<file path="config.mk">
export PLATFORM = sky130hd
export DESIGN_NAME = idex_pipe_stage
export DESIGN_NICKNAME = d
export VERILOG_FILES = /design/src/rtl/idex_pipe_stage.sv
export SDC_FILE = /design/constraint.sdc
export NUM_CORES = 1
export LEC_CHECK = 0
export ABC_AREA = 1
export CAP_MARGIN = 40
export CORE_AREA = 2 2 240 242
export DETAILED_ROUTE_END_ITERATION = 16
export DIE_AREA = 0 0 242 244
export HOLD_SLACK_MARGIN = 0.12
export PLACE_DENSITY = 0.54
export SYNTH_ARGS = -nofsm -noshare
export SYNTH_HDL_FRONTEND = slang
export SYNTH_SLANG_ARGS = --single-unit
</file>
<file path="constraint.sdc">
create_clock -name CLOCK -period 1.74 [get_ports CLOCK]
set_clock_uncertainty 0.2 [all_clocks]
set_input_delay 0.435 -clock CLOCK [delete_from_list [all_inputs] [get_ports CLOCK]]
set_output_delay 0.435 -clock CLOCK [all_outputs]
set_load 0.1 [all_outputs]
</file>
<file path="src/rtl/idex_pipe_stage.sv">
// ---------------------------------------------------------------------------
// idex_pipe_stage
//
// ID/EX pipeline stage for the pipelined LEGv8 core. It carries the decoded
// instruction (control bundle, PC, operands, immediate, opcode and register
// indices) from decode/register-read into execute. The stage uses a
// valid/ready handshake, supports a flush that kills held instructions, and
// zeroes the control bundle whenever no instruction is presented, so a
// bubble can never write a register or memory. It also keeps a saturating
// count of back-pressured cycles.
//
// Build option (macro IDEX_SKID_EN):
//   defined   : main entry plus one skid entry. ready_out is a registered
//               signal (~skid valid), so there is no combinational path from
//               ready_in to ready_out.
//   undefined : single entry. ready_out = ~valid_out | ready_in
//               (combinational).
//
// Ports:
//   CLOCK, RESET              clock, synchronous active-high reset
//   valid_in / ready_out      decode-side handshake
//   flush                     discard all held instructions and the input
//   ctrl_in .. writeReg_in    decode-side instruction fields
//   valid_out / ready_in      execute-side handshake
//   ctrl_out .. writeReg_out  execute-side fields (ctrl_out zero when invalid)
//   stall_count               saturating count of cycles with
//                             valid_out & ~ready_in & ~flush
// ---------------------------------------------------------------------------
module idex_pipe_stage #(
  parameter int DATA_W = 64,
  parameter int CTRL_W = 8,
  parameter int OPC_W  = 11,
  parameter int REG_W  = 5,
  parameter int CNT_W  = 32
) (
  input  logic              CLOCK,
  input  logic              RESET,
  input  logic              valid_in,
  output logic              ready_out,
  input  logic              flush,
  input  logic [CTRL_W-1:0] ctrl_in,
  input  logic [DATA_W-1:0] programCounter_in,
  input  logic [DATA_W-1:0] regData1_in,
  input  logic [DATA_W-1:0] regData2_in,
  input  logic [DATA_W-1:0] signExtend_in,
  input  logic [OPC_W-1:0]  ALUcontrol_in,
  input  logic [REG_W-1:0]  registerRm_in,
  input  logic [REG_W-1:0]  registerRn_in,
  input  logic [REG_W-1:0]  writeReg_in,
  output logic              valid_out,
  input  logic              ready_in,
  output logic [CTRL_W-1:0] ctrl_out,
  output logic [DATA_W-1:0] programCounter_out,
  output logic [DATA_W-1:0] regData1_out,
  output logic [DATA_W-1:0] regData2_out,
  output logic [DATA_W-1:0] signExtend_out,
  output logic [OPC_W-1:0]  ALUcontrol_out,
  output logic [REG_W-1:0]  registerRm_out,
  output logic [REG_W-1:0]  registerRn_out,
  output logic [REG_W-1:0]  writeReg_out,
  output logic [CNT_W-1:0]  stall_count
);

  // One entry holds every field of an instruction, packed in port order.
  localparam int ENT_W = CTRL_W + 4*DATA_W + OPC_W + 3*REG_W;

  logic [ENT_W-1:0]  in_ent;
  logic [ENT_W-1:0]  main_q, main_d;
  logic              main_vld_q, main_vld_d;
  logic [CNT_W-1:0]  stall_q, stall_d;
  logic [CTRL_W-1:0] main_ctrl;
  logic              accept;
  logic              drain;

  // Counter increment that sticks at all-ones instead of wrapping.
  function automatic logic [CNT_W-1:0] sat_inc(input logic [CNT_W-1:0] v);
    if (&v) return v;
    return v + {{(CNT_W-1){1'b0}}, 1'b1};
  endfunction

  assign in_ent = {ctrl_in, programCounter_in, regData1_in, regData2_in,
                   signExtend_in, ALUcontrol_in, registerRm_in,
                   registerRn_in, writeReg_in};

  assign accept = valid_in & ready_out;
  assign drain  = main_vld_q & ready_in;

`ifdef IDEX_SKID_EN
  logic [ENT_W-1:0] skid_q, skid_d;
  logic             skid_vld_q, skid_vld_d;

  // Only register state and RESET feed ready_out; ready_in never does.
  assign ready_out = ~skid_vld_q & ~RESET;

  // ---- decode -> main/skid entries ----
  always_comb begin
    main_d     = main_q;
    main_vld_d = main_vld_q;
    skid_d     = skid_q;
    skid_vld_d = skid_vld_q;
    stall_d    = stall_q;
    if (flush) begin
      // Held instructions and the same-cycle input are all discarded;
      // data fields keep their last value.
      main_vld_d = 1'b0;
      skid_vld_d = 1'b0;
    end else begin
      if (main_vld_q && !ready_in) stall_d = sat_inc(stall_q);
      if (!main_vld_q || drain) begin
        // Main entry is free this cycle: the older skid entry wins over the
        // input to preserve order. A full skid implies ready_out=0, so the
        // two never compete.
        if (skid_vld_q) begin
          main_d     = skid_q;
          main_vld_d = 1'b1;
          skid_vld_d = 1'b0;
        end else begin
          main_vld_d = accept;
          if (accept) main_d = in_ent;
        end
      end else if (accept) begin
        skid_d     = in_ent;
        skid_vld_d = 1'b1;
      end
    end
  end

  // ---- state registers ----
  always_ff @(posedge CLOCK) begin
    if (RESET) begin
      main_q     <= '0;
      main_vld_q <= 1'b0;
      skid_q     <= '0;
      skid_vld_q <= 1'b0;
      stall_q    <= '0;
    end else begin
      main_q     <= main_d;
      main_vld_q <= main_vld_d;
      skid_q     <= skid_d;
      skid_vld_q <= skid_vld_d;
      stall_q    <= stall_d;
    end
  end
`else
  // Single entry: can take a new instruction when empty or when the held one
  // leaves this cycle.
  assign ready_out = (~main_vld_q | ready_in) & ~RESET;

  // ---- decode -> main entry ----
  always_comb begin
    main_d     = main_q;
    main_vld_d = main_vld_q;
    stall_d    = stall_q;
    if (flush) begin
      main_vld_d = 1'b0;
    end else begin
      if (main_vld_q && !ready_in) stall_d = sat_inc(stall_q);
      if (!main_vld_q || drain) begin
        main_vld_d = accept;
        if (accept) main_d = in_ent;
      end
    end
  end

  // ---- state registers ----
  always_ff @(posedge CLOCK) begin
    if (RESET) begin
      main_q     <= '0;
      main_vld_q <= 1'b0;
      stall_q    <= '0;
    end else begin
      main_q     <= main_d;
      main_vld_q <= main_vld_d;
      stall_q    <= stall_d;
    end
  end
`endif

  // ---- main entry -> execute ----
  assign {main_ctrl, programCounter_out, regData1_out, regData2_out,
          signExtend_out, ALUcontrol_out, registerRm_out, registerRn_out,
          writeReg_out} = main_q;

  // A bubble must never carry live control bits into execute.
  assign ctrl_out    = main_ctrl & {CTRL_W{main_vld_q}};
  assign valid_out   = main_vld_q;
  assign stall_count = stall_q;

endmodule

</file>
# --- After elaboration in Yosys (flattened, before gate mapping) ---
# Cells that the tools add are included.
op_classes:
  n_addsub: 1
  n_eq_ne: 1
  muxes: 4
  bitwise_logic: 8
  n_reduce_logical: 8
ops:
  columns: ["cell", "count"]
  rows:
  - ["$add A32 B1 Y32 const B", 1]
  - ["$mux W32", 1]
  - ["$reduce_and A32 Y1", 1]
  - ["$and A8 B8 Y8", 1]
  - ["$reduce_and A3 Y1", 2]
  - ["$and A1 B1 Y1", 3]
  - ["$mux W1", 3]
  - ["$not A1 Y1", 3]
  - ["$logic_not A1 Y1", 2]
  - ["$ne A2 B2 Y1 const B", 1]
  - ["$reduce_or A2 Y1", 1]
  - ["$logic_and A1 B1 Y1", 1]
  - ["$logic_or A1 B1 Y1", 1]
  - ["$or A1 B1 Y1", 1]
word_totals:
  reg_bits: 323
  in_bits: 295
  out_inout_bits: 324
  elab_cells: 25

# --- Depth between registers and ports, before layout ---
# Gate-level depths: netlist of run 1.
depth:
  ltp_word: 6
  depth_mapped: 11
  ltp_nobuf: 11

# --- Worst setup path after synthesis of run 1 ---
# OpenSTA, ideal clock, no wires.
synth_path:
  kind: "register to output"
  startpoint: "register main_vld_q, in the netlist valid_out"
  endpoint: "output ready_out"
  arrival_time_ns: 2.368
  t_required_ns: 1.105
  slack_ns: -1.263
  path_stages_with_launch: 5
  path_buffers: 1
  cell_sequence: "dfxtp_1 > buf_4 > nand2_4 > inv_2 > nor2_1"
synth_between:
  elab_chain_cells: 3
synth_lines:
  columns: ["element", "line", "text"]
  rows:
  - ["from (decl)", "69", "logic main_vld_q, main_vld_d;"]
  - ["from (signal assigned)", "173", "main_vld_q <= main_vld_d;"]
  - ["$not A1 Y1", "147", "assign ready_out = (~main_vld_q | ready_in) & ~RESET;"]
  - ["$or A1 B1 Y1", "147", null]
  - ["$and A1 B1 Y1", "147", null]
  - ["to (decl)", "39", "output logic ready_out,"]
# No other way between the ends.

# --- Worst setup path in the final report of run 1 ---
layout_path:
  startpoint: "register main_vld_q, in the netlist valid_out"
  endpoint: "output ctrl_out[0]"
layout_between:
  elab_chain_cells: 1
layout_lines:
  columns: ["element", "line", "text"]
  rows:
  - ["$and A8 B8 Y8", "185", "assign ctrl_out = main_ctrl & {CTRL_W{main_vld_q}};"]
  - ["to (decl)", "52", "output logic [CTRL_W-1:0] ctrl_out,"]
# No other way between the ends.

==> results.ini, run 1 <==
[timing]
drv_slew = 0
final_hold_viol_count = 0
tightest_slew_ps = 309
relSlewSlack_pct = 79.4
rsz0062_at_grt = yes
fin_tns_setup_ps = -6850
setup_viol = 76
period_share_pct = 118
fin_hold_ws_ps = 255
setup_slack_ps = -310
clock.fmax_mhz = 488
min_period_ps = 2050

[synth]
netlist.area_leader.share_pct = 44.7
netlist_top_cells_count = inv_1, dfxtp_1, a21oi_1
synth_edf_count = 0
synth_area_sq_um = 14500
yosysUniqueCellTypes = 29
synth.avg_cell_area_sq_um = 7.61
ys_warn_count = 0
synth_top_area_cell = dfxtp_1
synth_area_leaders = dfxtp_1, buf_4, a21oi_1
syn_nets = 2196
seq_area_frac_synth_pct = 44.7
ys_ff_latch = 323
yosysMostFrequentCell = inv_1
synth_async_sr_flop_share_pct = 0
netlist_instances = 1900
ys.flop_type = dfxtp_1

[floorplan]
rows = 87
fp.dieW_microns = 242
dieArea_sq_um = 59000
start_util_pct = 25.7
core_area_sq_um = 56200
die-height_microns = 244
ios = 619

[setup_path]
cpLargestDelayFamily = buffers and inverters
worstPathCellList = buf_12 -> nand2_2 -> clkinvlp_4 -> buf_12
reg2reg_slack_ps = -110
crit_top_cell = buf_12
end_kind = primary output
critPathBufInv = 3
crit_type = flip-flop to primary output
worst_setup_path_start_kind = flip-flop
crit_end = ctrl_out[0]
r2r_start = stall_count[0]
crit_cells = 4
critical_path.max_fanout = 9
critical_path_arrival_ps = 1420
slowest_stage = dfxtp_4
cpPeakStageDelay_ps = 370
critPathLaunch = valid_out
rr_worst_depth = 11
cp_data_required_time_ps = 1100
r2r_end = stall_count[4]

[outcome]
violations = setup timing
status = finished with violations

[clock_network]
clock_latency_ps = 540
clockBufferDepth = 3
cts_tree = done
clk_pin_slew_worst_paths_ps = 60
cts.sinks = 323
cts_buffers = 40
cts-root-buf = clkbuf_16
cts_max_level = 2

[layout]
areaGrowthSynthToFinish_pct = 91.1
fin_nets = 2704
final_cells = 3192
drive_gt1_share_pct = 46.5
final_core_util_pct = 49.2
design_area_sq_um = 27600

[place]
place_area_sq_um = 23500
dp_cells = 2985
place_congestion = 0.879
pre_cts_slack_ps = -792
port_buffers = 618
post-dp-hpwl_mm = 38.2

[drt]
firstDrtPassIters = 5
viasPerCell = 4.35
dr_total_vias = 13876
drc = 0
wl_per_cell_microns = 17.3
drtIter0Drc = 478
antenna_left = 0
wirelength_mm = 55.3

[global_routing]
grt_pass1_vias = 13461
grt_antenna_before_repair = 5
overflow = 0
grt_max_degree = 71
grt_util_all_layers_pct = 17.0
grt_pass1_wl_mm = 78.7

[power]
total_power_mw = 22.3
ir_drop_mv = 0.837
pwr_density_cell_nw_per_um2 = 807
leakage_nw = 10.7

[hold_path]
min-delay-start = main_q[284]
min_path_type = flip-flop to flip-flop

[run]
maxCapViolations = 0

-- where the power goes --
group          total (mW)  switching [mW]  internal [mW]  leakage [nW]
registers            8.15           0.378           7.77          2.79
clock network        8.07            3.32           4.75         0.633
logic                6.06            3.58           2.48          7.31
-- registers in the layout, summed over array words and instances, names as in the netlist --
register / flops
main_q: 290
stall_count: 32
valid_out: 1
-- area by class of cell --
cell class | count | area (sq um)
diodes | 1 | 2.50
clock buffers | 57 | 1190
clock inverters | 12 | 80.1
fillers | 5023 | 28600
inverters | 349 | 1350
multi-input cells | 846 | 5010
flip-flops and latches | 323 | 6980
well taps | 756 | 946
repair buffers | 848 | 12100
-- logic make-up after synthesis --
family / synth area share, %
DFF: 44.7
adders and majority gates: 0.0866
buffers and inverters: 26.8
xor gates and xnor gates: 0.0606
AOI/OAI and AO/OA: 21.4
and+or+nand+nor: 6.97
-- placed cells by master (no fill, tap or decap), drive strengths merged, types with 2 or more instances in the layout --
master,instances
a21oi,306
nor2,84
nand4,7
clkdlybuf4s50,293
clkinvlp,8
nand2,103
o21bai,8
nor3,2
clkbuf,65
dfxtp,323
inv,341
nand3,36
clkinv,12
buf,546
o21ai,295
-- per-layer routing --
metal / GRT usage, % / wire (microns) / vias to the layer above
met5: 0 / 54 / -
met4: 6.54 / 1760 / 8
met3: 6.71 / 4810 / 103
met2: 30.8 / 28400 / 479
met1: 17.7 / 20300 / 6522
li1: - / - / 6764
-- worst min path at each step --
stage | end | slack, ps | depth (start not counted)
after CTS | main_q[165] | 240 | 3
after global placement | main_q[288] | 230 | 2
after detailed placement | main_q[284] | 230 | 2
after global routing | main_q[129] | 270 | 3
final | main_q[284] | 250 | 2
after floorplan | main_q[284] | 220 | 2
-- tightest hold or removal path, delay by kind of cell (launching register included) --
kind                   cells  cell delay, ps
AO/OA/AOI/OAI              1              50
buffers and inverters      1              50
flip-flops                 1             310
-- repair_timing --
item	in CTS	in global routing
buffers inserted	69	55
endpoints found under the setup margin	496	528
hold buffers	0	0
gates resized for setup	424	256
gates cloned	13	10
pin swaps	22	43
Power figures use the tool's default switching activity.
==> inputs of run 2 (changes only) <==
--- a/config.mk
+++ b/config.mk
@@ -7,11 +7,13 @@
 export LEC_CHECK = 0
 export ABC_AREA = 1
 export CAP_MARGIN = 40
-export CORE_AREA = 2 2 240 242
+export CELL_PAD_IN_SITES_DETAIL_PLACEMENT = 0
+export CELL_PAD_IN_SITES_GLOBAL_PLACEMENT = 1
+export CORE_AREA = 2 2 242 244
 export DETAILED_ROUTE_END_ITERATION = 16
-export DIE_AREA = 0 0 242 244
+export DIE_AREA = 0 0 244 246
 export HOLD_SLACK_MARGIN = 0.12
-export PLACE_DENSITY = 0.54
+export PLACE_DENSITY = 0.72
 export SYNTH_ARGS = -nofsm -noshare
 export SYNTH_HDL_FRONTEND = slang
 export SYNTH_SLANG_ARGS = --single-unit
==> run 2 against run 1 <==
Effect of this change:
- the flow still finishes with violations (setup timing)
- combinational power increased by 6.9%
- fmax decreased by 0.72%
- cell area up 6.5%
- die area increased by 1.7%
- clock power down 2.7%
- clock-buffer cell count fell by 1
- worst setup slack lost 15 ps
- critical endpoint is now ctrl_out[3]
- power rose by 0.90%
- wire length increased by 5.6%
- via count rose by 1.5%
- sequential share of layout area fell by 1.5 points
==> results.ini, run 2 (synthesized netlist as in run 1, its figures left out) <==
[outcome]
status = finished with violations  ; unchanged
violations = setup timing  ; unchanged

[layout]
largest_reg_flops = 290  ; unchanged
largest_register = main_q  ; unchanged
final_common_cell = buf_12  ; unchanged
final_core_util_pct = 51.2  ; was 49.2%
fin_nets = 2760  ; was 2704
areaGrowthSynthToFinish_pct = 103  ; was 91.1%
layout_common_cells = buf_12, inv_1, clkdlybuf4s50_1  ; unchanged
drive_gt1_share_pct = 54.4  ; was 46.5%

[clock_network]
hold_buffers = 0  ; unchanged
cts.sinks = 323  ; unchanged
clock_latency_ps = 560  ; was 540 ps
clockBufferDepth = 3  ; unchanged
cts-root-buf = clkbuf_16  ; unchanged
clk_pin_slew_worst_paths_ps = 50  ; was 60 ps
cts_buffers = 41  ; was 40
cts_max_level = 2  ; unchanged
cts_tree = done  ; unchanged

[floorplan]
ios = 619  ; unchanged
rows = 88  ; was 87
core_area_sq_um = 57400  ; was 56200 sq um
fp.dieW_microns = 244  ; was 242 microns
dieArea_sq_um = 60000  ; was 59000 sq um
start_util_pct = 25.2  ; was 25.7%
die-height_microns = 246  ; was 244 microns

[timing]
relSlewSlack_pct = 76.5  ; was 79.4%
final_hold_viol_count = 0  ; unchanged
drv_slew = 0  ; unchanged
setup_viol = 324  ; was 76
min_period_ps = 2070  ; was 2050 ps
tightest_slew_ps = 351  ; was 309 ps
clock.fmax_mhz = 484  ; was 488 MHz
rsz0062_at_grt = yes  ; unchanged
setup_slack_ps = -325  ; was -310 ps
fin_tns_setup_ps = -18210  ; was -6850 ps
period_share_pct = 119  ; was 118%

[setup_path]
critical_path.max_fanout = 9  ; unchanged
cp_data_required_time_ps = 1100  ; about the same
slowest_stage = dfxtp_4  ; unchanged
critical_path_arrival_ps = 1430  ; was 1420 ps
worstPathCellList = buf_12 -> nand2_2 -> clkinvlp_4 -> buf_12  ; unchanged
end_kind = primary output  ; unchanged
cpPeakStageDelay_ps = 370  ; about the same
crit_type = flip-flop to primary output  ; unchanged
crit_top_cell = buf_12  ; unchanged
worst_setup_path_start_kind = flip-flop  ; unchanged

[drt]
dr_total_vias = 14088  ; was 13876
drtIter0Drc = 502  ; was 478
wirelength_mm = 58.4  ; was 55.3 mm
drc = 0  ; unchanged
firstDrtPassIters = 5  ; unchanged
antenna_left = 0  ; unchanged
viasPerCell = 4.33  ; was 4.35
wl_per_cell_microns = 18.0  ; was 17.3 microns

[place]
post-dp-hpwl_mm = 38.0  ; was 38.2 mm
place_congestion = 0.857  ; was 0.879
port_buffers = 618  ; unchanged

[global_routing]
grt_pass1_wl_mm = 76.2  ; was 78.7 mm
grt_max_degree = 50  ; was 71
grt_util_all_layers_pct = 16.2  ; was 17.0%
grt_pass1_vias = 13267  ; was 13461
overflow = 0  ; unchanged
grt_antenna_before_repair = 2  ; was 5

[hold_path]
min_path_type = flip-flop to flip-flop  ; unchanged

[power]
leakage_nw = 11.4  ; was 10.7 nW
pwr_density_cell_nw_per_um2 = 765  ; was 807 nW/um^2
ir_drop_mv = 0.711  ; was 0.837 mV

[run]
maxCapViolations = 0  ; unchanged

[run 2: changes by cell type in the layout (fill, tap and decap cells not counted), moves of 23 or more]
cell	delta
o21ai_0	-91
o21ai_2	+89
a21oi_1	-64
a21oi_2	+59
buf_6	+27
clkbuf_16	+23
[run 2: path summary, 6_finish.rpt]
check | slack, ps | cells past startpoint | start | end
max | -330 | 4 | valid_out | ctrl_out[3]
max reg2reg | -170 | 10 | stall_count[2] | stall_count[5]
min | 260 | 2 | main_q[283] | main_q[283]
min reg2reg | 260 | 2 | main_q[283] | main_q[283]
[run 2: what timing repair did]
item,CTS,global route
resized for setup,453,565
setup buffers,72,42
endpoints found under the setup margin,351,530
cloned,10,44
pin swaps,41,87
[run 2: layer usage]
metal	wire, microns	GRT usage, %	up-vias
met3	4230	5.53	102
li1	-	-	6868
met4	1750	5.34	2
met2	30800	30.0	468
met5	8	0	-
met1	21600	17.1	6648
[run 2: layout make-up]
type | instances | area, sq um
Fill cell | 4865 | 28000
Timing Repair Buffer | 903 | 13100
Sequential cell | 323 | 6980
Multi-Input combinational cell | 846 | 5840
Inverter | 349 | 1360
Clock buffer | 56 | 1130
Tap cell | 765 | 957
Clock inverter | 9 | 75.1
Antenna cell | 1 | 2.50
[run 2: through the flow]
stage,instance area [sq um],cells,setup WS [ps],power [mW],hold slack (ps)
2_1_floorplan,14700,1900,-132,11.7,224
3_3_place_gp,23800,3032,-608,13.9,232
3_5_place_dp,23800,3032,-585,13.9,241
4_1_cts,26500,3173,-361,22.1,223
5_1_grt,29400,3251,-385,23.2,257
6_report,29400,3252,-325,22.5,257
[run 2: report_power, final]
part | total (mW) | internal [mW] | switching [mW]
clock | 7.85 | 4.53 | 3.32
sequential | 8.15 | 7.77 | 0.379
combinational | 6.48 | 2.69 | 3.79
[run 2: worst max-delay path, delay by kind of cell (launching register included)]
kind	cells	cell delay, ps
flops	1	370
simple gates	1	70
buf+inv	3	410
